`config.mk`:
```
export PLATFORM = sky130hd
export DESIGN_NAME = arrow_scroll_scheduler
export DESIGN_NICKNAME = d
export VERILOG_FILES = /design/src/rtl/arrow_scroll_scheduler.sv
export SDC_FILE = /design/constraint.sdc
export NUM_CORES = 1
export LEC_CHECK = 0
export BUFFER_PORTS_ARGS = -buffer_cell sky130_fd_sc_hd__buf_2
export CAP_MARGIN = 20
export CORE_MARGIN = 8
export CORE_UTILIZATION = 50
export CTS_CLUSTER_DIAMETER = 40
export DETAILED_ROUTE_END_ITERATION = 6
export PLACE_DENSITY = 0.75
export SLEW_MARGIN = 20
export SYNTH_ARGS = -nofsm -noshare
export SYNTH_HDL_FRONTEND = slang
export SYNTH_SLANG_ARGS = --single-unit
```
`constraint.sdc`:
```
create_clock -name clock -period 3.9 [get_ports clock]
set_input_delay 0.195 -clock clock [delete_from_list [all_inputs] [get_ports clock]]
set_output_delay 0.195 -clock clock [all_outputs]
set_load 0.01 [all_outputs]
```
`src/rtl/arrow_scroll_scheduler.sv`:
```
// arrow_scroll_scheduler
// Sequences the two-player arrow playfield. On every scroll step one chart
// code is fetched from the song ROM and pushed into slot 0 of both players'
// 26-slot arrow arrays while every other slot moves one place down the
// screen. Button presses are judged against the hit window near the bottom
// of the screen, and the result drives the indicator codes and the scores.
//
// Ports:
//   clock, reset        system clock, synchronous active-high reset
//   start               one-cycle pulse, accepted in IDLE or DONE
//   song_addr/song_data chart ROM address and registered ROM data (1-cycle latency)
//   pN_press, pN_code   per-player press strobe and lane code
//   pN_arrow_array      26 x 3-bit slots, slot k = bits [3k+2:3k], slot 0 = top
//   pN_indicator        11 excellent, 10 good, 01 bad/miss, 00 blank
//   pN_score            saturating 16-bit score
//   busy, done          RUN/DRAIN and DONE status flags
module arrow_scroll_scheduler #(
  parameter int STEP_TICKS = 833333,
  parameter int SONG_LEN   = 256,
  parameter int HOLD_STEPS = 8
) (
  input  logic        clock,
  input  logic        reset,
  input  logic        start,
  output logic [7:0]  song_addr,
  input  logic [2:0]  song_data,
  input  logic        p1_press,
  input  logic [2:0]  p1_code,
  input  logic        p2_press,
  input  logic [2:0]  p2_code,
  output logic [77:0] p1_arrow_array,
  output logic [77:0] p2_arrow_array,
  output logic [1:0]  p1_indicator,
  output logic [1:0]  p2_indicator,
  output logic [15:0] p1_score,
  output logic [15:0] p2_score,
  output logic        busy,
  output logic        done
);

  localparam int TW = (STEP_TICKS > 1) ? $clog2(STEP_TICKS) : 1;
  localparam int HW = (HOLD_STEPS > 0) ? $clog2(HOLD_STEPS + 1) : 1;

  typedef enum logic [1:0] {IDLE = 2'b00, RUN = 2'b01, DRAIN = 2'b10, DONE = 2'b11} state_t;

  typedef struct packed {
    logic [77:0]   arr;
    logic [1:0]    ind;
    logic [HW-1:0] hold;
    logic [15:0]   score;
  } player_t;

  state_t        state_r, state_s;
  logic [TW-1:0] tick_r;
  logic [8:0]    step_r;
  logic [4:0]    drain_r;
  logic          busy_r, done_r;
  player_t       p1_r, p2_r, p1_s, p2_s;

  logic          active_s, step_s, start_ok_s, last_run_s, last_drain_s;
  logic [2:0]    din_s;

  // Judge a press against the pre-shift array (excellent tier 24,23 then good
  // tier 25,22), clear the matched slot, then apply the scroll shift so a
  // cleared slot moves down with everything else. A press outcome overrides
  // a miss produced by the same step.
  function automatic player_t player_next(input player_t cur, input logic press,
                                          input logic [2:0] code, input logic active,
                                          input logic step, input logic [2:0] din);
    player_t     nx;
    logic [77:0] a;
    logic        judged, miss;
    logic [1:0]  grade, add;
    logic [16:0] sum;
    nx     = cur;
    a      = cur.arr;
    judged = active && press && (code != 3'b000);
    grade  = 2'b01;
    add    = 2'd0;
    miss   = 1'b0;
    if (judged) begin
      if (a[74:72] == code) begin
        a[74:72] = 3'b000; grade = 2'b11; add = 2'd2;
      end else if (a[71:69] == code) begin
        a[71:69] = 3'b000; grade = 2'b11; add = 2'd2;
      end else if (a[77:75] == code) begin
        a[77:75] = 3'b000; grade = 2'b10; add = 2'd1;
      end else if (a[68:66] == code) begin
        a[68:66] = 3'b000; grade = 2'b10; add = 2'd1;
      end else begin
        grade = 2'b01; add = 2'd0;
      end
    end else begin
      grade = 2'b01; add = 2'd0;
    end
    if (step) begin
      miss = (a[77:75] != 3'b000);
      a    = {a[74:0], din};
    end else begin
      miss = 1'b0;
    end
    nx.arr = a;
    sum    = {1'b0, cur.score} + {15'd0, add};
    if (judged) begin
      nx.ind   = grade;
      nx.hold  = HW'(HOLD_STEPS);
      nx.score = sum[16] ? 16'hFFFF : sum[15:0];
    end else if (miss) begin
      nx.ind  = 2'b01;
      nx.hold = HW'(HOLD_STEPS);
    end else if (step && (cur.hold != '0)) begin
      nx.hold = cur.hold - HW'(1);
      nx.ind  = (cur.hold == HW'(1)) ? 2'b00 : cur.ind;
    end else begin
      nx.hold = cur.hold;
    end
    return nx;
  endfunction

  assign active_s     = (state_r == RUN) || (state_r == DRAIN);
  assign step_s       = active_s && (tick_r == TW'(STEP_TICKS - 1));
  assign start_ok_s   = start && ((state_r == IDLE) || (state_r == DONE));
  assign last_run_s   = (step_r == 9'(SONG_LEN - 1));
  assign last_drain_s = (drain_r == 5'd25);
  assign din_s        = (state_r == RUN) ? song_data : 3'b000;

  assign p1_s = player_next(p1_r, p1_press, p1_code, active_s, step_s, din_s);
  assign p2_s = player_next(p2_r, p2_press, p2_code, active_s, step_s, din_s);

  // Next-state logic for the playfield sequencer
  always_comb begin
    state_s = state_r;
    case (state_r)
      IDLE, DONE: begin
        if (start) state_s = RUN;
        else       state_s = state_r;
      end
      RUN: begin
        if (step_s && last_run_s) state_s = DRAIN;
        else                      state_s = RUN;
      end
      DRAIN: begin
        if (step_s && last_drain_s) state_s = DONE;
        else                        state_s = DRAIN;
      end
      default: state_s = IDLE;
    endcase
  end

  // State, counters, player registers and status flags
  always_ff @(posedge clock) begin
    if (reset) begin
      state_r <= IDLE;
      tick_r  <= '0;
      step_r  <= 9'd0;
      drain_r <= 5'd0;
      busy_r  <= 1'b0;
      done_r  <= 1'b0;
      p1_r    <= '0;
      p2_r    <= '0;
    end else begin
      state_r <= state_s;
      busy_r  <= (state_s == RUN) || (state_s == DRAIN);
      done_r  <= (state_s == DONE);
      if (start_ok_s) begin
        tick_r  <= '0;
        step_r  <= 9'd0;
        drain_r <= 5'd0;
        p1_r    <= '0;
        p2_r    <= '0;
      end else if (active_s) begin
        tick_r <= step_s ? '0 : tick_r + TW'(1);
        if (step_s && (state_r == RUN))   step_r  <= step_r + 9'd1;
        if (step_s && (state_r == DRAIN)) drain_r <= drain_r + 5'd1;
        p1_r <= p1_s;
        p2_r <= p2_s;
      end
    end
  end

  assign song_addr      = step_r[7:0];
  assign p1_arrow_array = p1_r.arr;
  assign p2_arrow_array = p2_r.arr;
  assign p1_indicator   = p1_r.ind;
  assign p2_indicator   = p2_r.ind;
  assign p1_score       = p1_r.score;
  assign p2_score       = p2_r.score;
  assign busy           = busy_r;
  assign done           = done_r;

endmodule

```
==> metrics.md <==
| Metric | Value |
|---|---|
| Status | `finished, final reports clean` |
| Hold crit path type | `input port to flop` |
| Synth area leader | `dfxtp_1` |
| Most frequent cells after synthesis | `buf_4 (201), nand2_1 (173), dfxtp_1 (172)` |
| Die ar. | `0.0228 mm^2` |
| Final HPWL DP | `~15000 um` |
| Ratio of cells with drive above 1 in the final layout | `24.5%` |
| TritonCTS Buffers | `17` |
| Inst Count DP | `1318` |
| Async S/R FF share, synth | `0%` |
| Worst hold slack | `between 0.03 and 0.04 ns` |
| Peak Freq | `between 200 and 300 MHz` |
| CTS tree | `yes` |
| Largest net degree at the start of global routing | `86` |
| IO buf count | `215` |
| Post-Syn Area | `0.00909 mm^2` |
| Die width | `151 um` |
| Grt met1 use | `22.9%` |
| Skew final | `between 0.01 and 0.015 ns` |
| GR Util met3 | `3.65%` |
| CP max-delay cell | `or3_1` |
| Post-CTS Setup Bufs | `0` |
| Max VDD drop | `0.283 mV` |
| Critical path, cell by cell | `inv_1, ha_1, nor2b_4, nand2_1, or3_1, nor2_1, ha_1, inv_1, fa_1, nor2b_1, nand4_1, or2_2, a21oi_1` |
| Post-synth cell types | `between 50 and 60` |
| Crit path buffers/inverters | `2` |
| Count leader, synth | `buf_4` |
| Worst-Margin Slew | `0.877 ns` |
| Main area contributors after synthesis | `dfxtp_1 (38%), buf_4 (17%), nand2_1 (7.1%)` |
| Detailed-route DRC error count | `0` |
| Worst EP arrival | `3.94 ns` |
| Syn_nets | `1149` |
| Total grt overflow | `0` |
| Most common flop cell mapped by yosys | `dfxtp_1` |
| Num ports | `216` |
| Total Neg Setup Slack | `0 ns` |
| Count of final max-slew check failures | `0` |
| Initial DRC count | `409` |
| Crit-path max cell delay | `about 0.5 ns` |
| Post-Synth Simple-Gate Area | `between 20% and 30%` |
| Via density | `5.29` |
| Critical path launch point type | `flop` |
| Yosys warns | `0` |
| Top delay family on crit path | `simple AND/OR/NAND/NOR gates` |
| Core Box Area | `between 0.015 and 0.02 mm^2` |
| Top cell type's share of synthesized area | `between 30% and 40%` |
| Vias | `7139` |
| Setup violators final | `0` |
| Total GRT Usage | `between 10% and 20%` |
| Post-synth EDFFs | `0` |
| Initial antenna violation count | `1` |
| Grt peak-use layer | `met2` |
| Die Y | `approximately 150 um` |
| Xor/xnor share of the synthesized area | `6.26%` |
| Initial Util | `about half` |
| Clk_lat worst skew | `0.42 ns` |
| Clock Root Buffer | `clkbuf_16` |
| RSZ-0062 raised after global routing | `no` |
| GPL Wtd Cong | `0.831` |
| Rows | `49` |
| Clock H-tree levels | `4` |
| Mean Syn Cell Area | `8.16 um^2` |
| DRT Pass-1 Iters | `5` |
| Syn-to-layout area delta | `4.60%` |
| Drt wl/cell | `around 16 um` |
| Part of the cycle the worst path needs | `approximately 92%` |
| First-pass GRT wire length | `33500 um` |
| Gate Count Post-Synth | `1114` |
| Clock Tree Buf Depth | `2` |
| Hold buffer count at cts | `0` |
| Detailed-route wire length | `about 21000 um` |
| Crit Path Max Fanout | `7` |
| Synth Area in Adders | `under 10%` |
| FF+latch count, synth | `172` |
| Setup crit end kind | `flop` |
| Largest family of logic cells by synthesized area | `simple AND/OR/NAND/NOR gates` |
| Number of global-route vias before repair | `6628` |
| Post-route ant nets | `0` |
| Post-synthesis mux area share | `0.330%` |
| Layout Cells excl Fill | `1350` |
| Final Hold Fails | `0` |
| PD cells | `396 mW/mm^2` |
| GRT met2 Usage | `30.1%` |
| CTS clk-pin slew, worst paths | `approximately 0.070 ns` |
| Post-layout nets | `1143` |
| Synth Area in Compound Gates | `12.2%` |
| Max Cap Viol | `0` |
| Leak pwr | `around 4.0 nW` |
| Worst EP required | `4.25 ns` |
| Clock sink count | `172` |
| Final min period | `roughly 3.6 ns` |
| Sequential area share after synthesis | `a little under two fifths` |
| Max transition margin | `between 40 and 50%` |
| Setup Crit Path Kind | `flop to flop` |
| Antenna cells | `0` |
-- report_power, final --
| group | switching (W) | internal, W |
|---|---|---|
| logic | 0.000112 | 0.0000503 |
| registers | 0.00000701 | 0.00177 |
| clock network | 0.000719 | 0.00111 |
| total | 0.000837 | 0.00293 |
-- area by class of cell --
cell class	count	area (um^2)
inverter	24	90.1
sequential	172	3440
fill	1638	8390
clock inverter	12	186
tap	229	287
multi-input combinational	667	3880
timing repair buffer	226	1170
clock buffer	20	457
-- per-layer routing --
| layer | vias to the layer above | routed length [um] |
|---|---|---|
| li1 | 3540 | - |
| met1 | 3370 | 9380 |
| met2 | 206 | 10200 |
| met3 | 23 | 1440 |
| met4 | 0 | 371 |
| met5 | - | 0 |
-- state kept, by name (all words and copies together) (netlist names) --
| register | count |
|---|---|
| busy | 1 |
| done | 1 |
| drain_r | 5 |
| p1_arrow_array | 78 |
| p1_indicator | 2 |
| p1_r | 4 |
| p1_score | 16 |
| p2_arrow_array | 12 |
| p2_indicator | 2 |
| p2_r | 4 |
| p2_score | 16 |
| state_r | 2 |
| step_r | 9 |
| tick_r | 20 |
-- what timing repair did --
action,in CTS,in global routing
resized for setup,0,5
hold endpoints to repair,0,0
endpoints found under the setup margin,0,21
-- cells by family (layout without fill, tap and decap cells) --
logic type      Yosys count  in the layout
compound gates          186            186
xor+xnor                 65             65
fa+ha+maj                21             21
buf+inv                 275            282
flops                   172            172
mux                       3              3
simple gates            392            392
-- worst register-to-register path, stage by stage, from the launching register on --
cell and delay, ns:
dfxtp_1 0.36, inv_1 0.06, ha_1 0.42, nor2b_4 0.18
nand2_1 0.16, or3_1 0.50, nor2_1 0.19, ha_1 0.19
inv_1 0.05, fa_1 0.39, nor2b_1 0.24, nand4_1 0.21
or2_2 0.41, a21oi_1 0.15
-- placed cells by master, fill, tap and decap left out, drive strengths merged, types with 4 or more instances in the layout --
master / netlist / layout
a22o: 6 / 6
and2: 7 / 7
a31oi: 12 / 12
nand3b: 4 / 4
bufinv: 0 / 4
a211oi: 4 / 4
xor2: 34 / 34
nor2b: 12 / 12
inv: 24 / 26
and3: 16 / 16
clkinvlp: 0 / 5
a21oi: 113 / 113
o211ai: 12 / 12
or3: 13 / 13
nor2: 52 / 52
dfxtp: 172 / 172
buf: 218 / 226
or2: 7 / 7
ha: 19 / 19
nand2: 173 / 173
a32o: 6 / 6
o21ai: 15 / 15
nor3: 24 / 24
and4: 4 / 4
nand3: 51 / 51
clkbuf: 33 / 20
nand4b: 6 / 6
xnor2: 31 / 31
nand4: 10 / 10
-- worst paths after layout --
kind	from	slack [ns]	cells past startpoint	to
setup reg to reg	state_r[0]	0.31	13	p2_score[3]
hold / removal	song_data[0]	0.04	3	p1_arrow_array[0]
setup / recovery	state_r[0]	0.31	13	p2_score[3]
hold reg to reg	p1_arrow_array[4]	0.48	2	p1_arrow_array[4]
-- metrics by stage --
stage,util [%],cell area (um^2),power (W),setup WS [ns]
finish,53.1,9510,0.00377,0.306
global route,53.1,9510,0.00389,0.0302
CTS,53.0,9490,0.00380,0.176
detailed placement,49.4,8850,0.00197,0.191
global placement,49.4,8850,0.00197,0.336
floorplan,-,9090,0.00193,0.571
(Power assumes the default switching activity.)
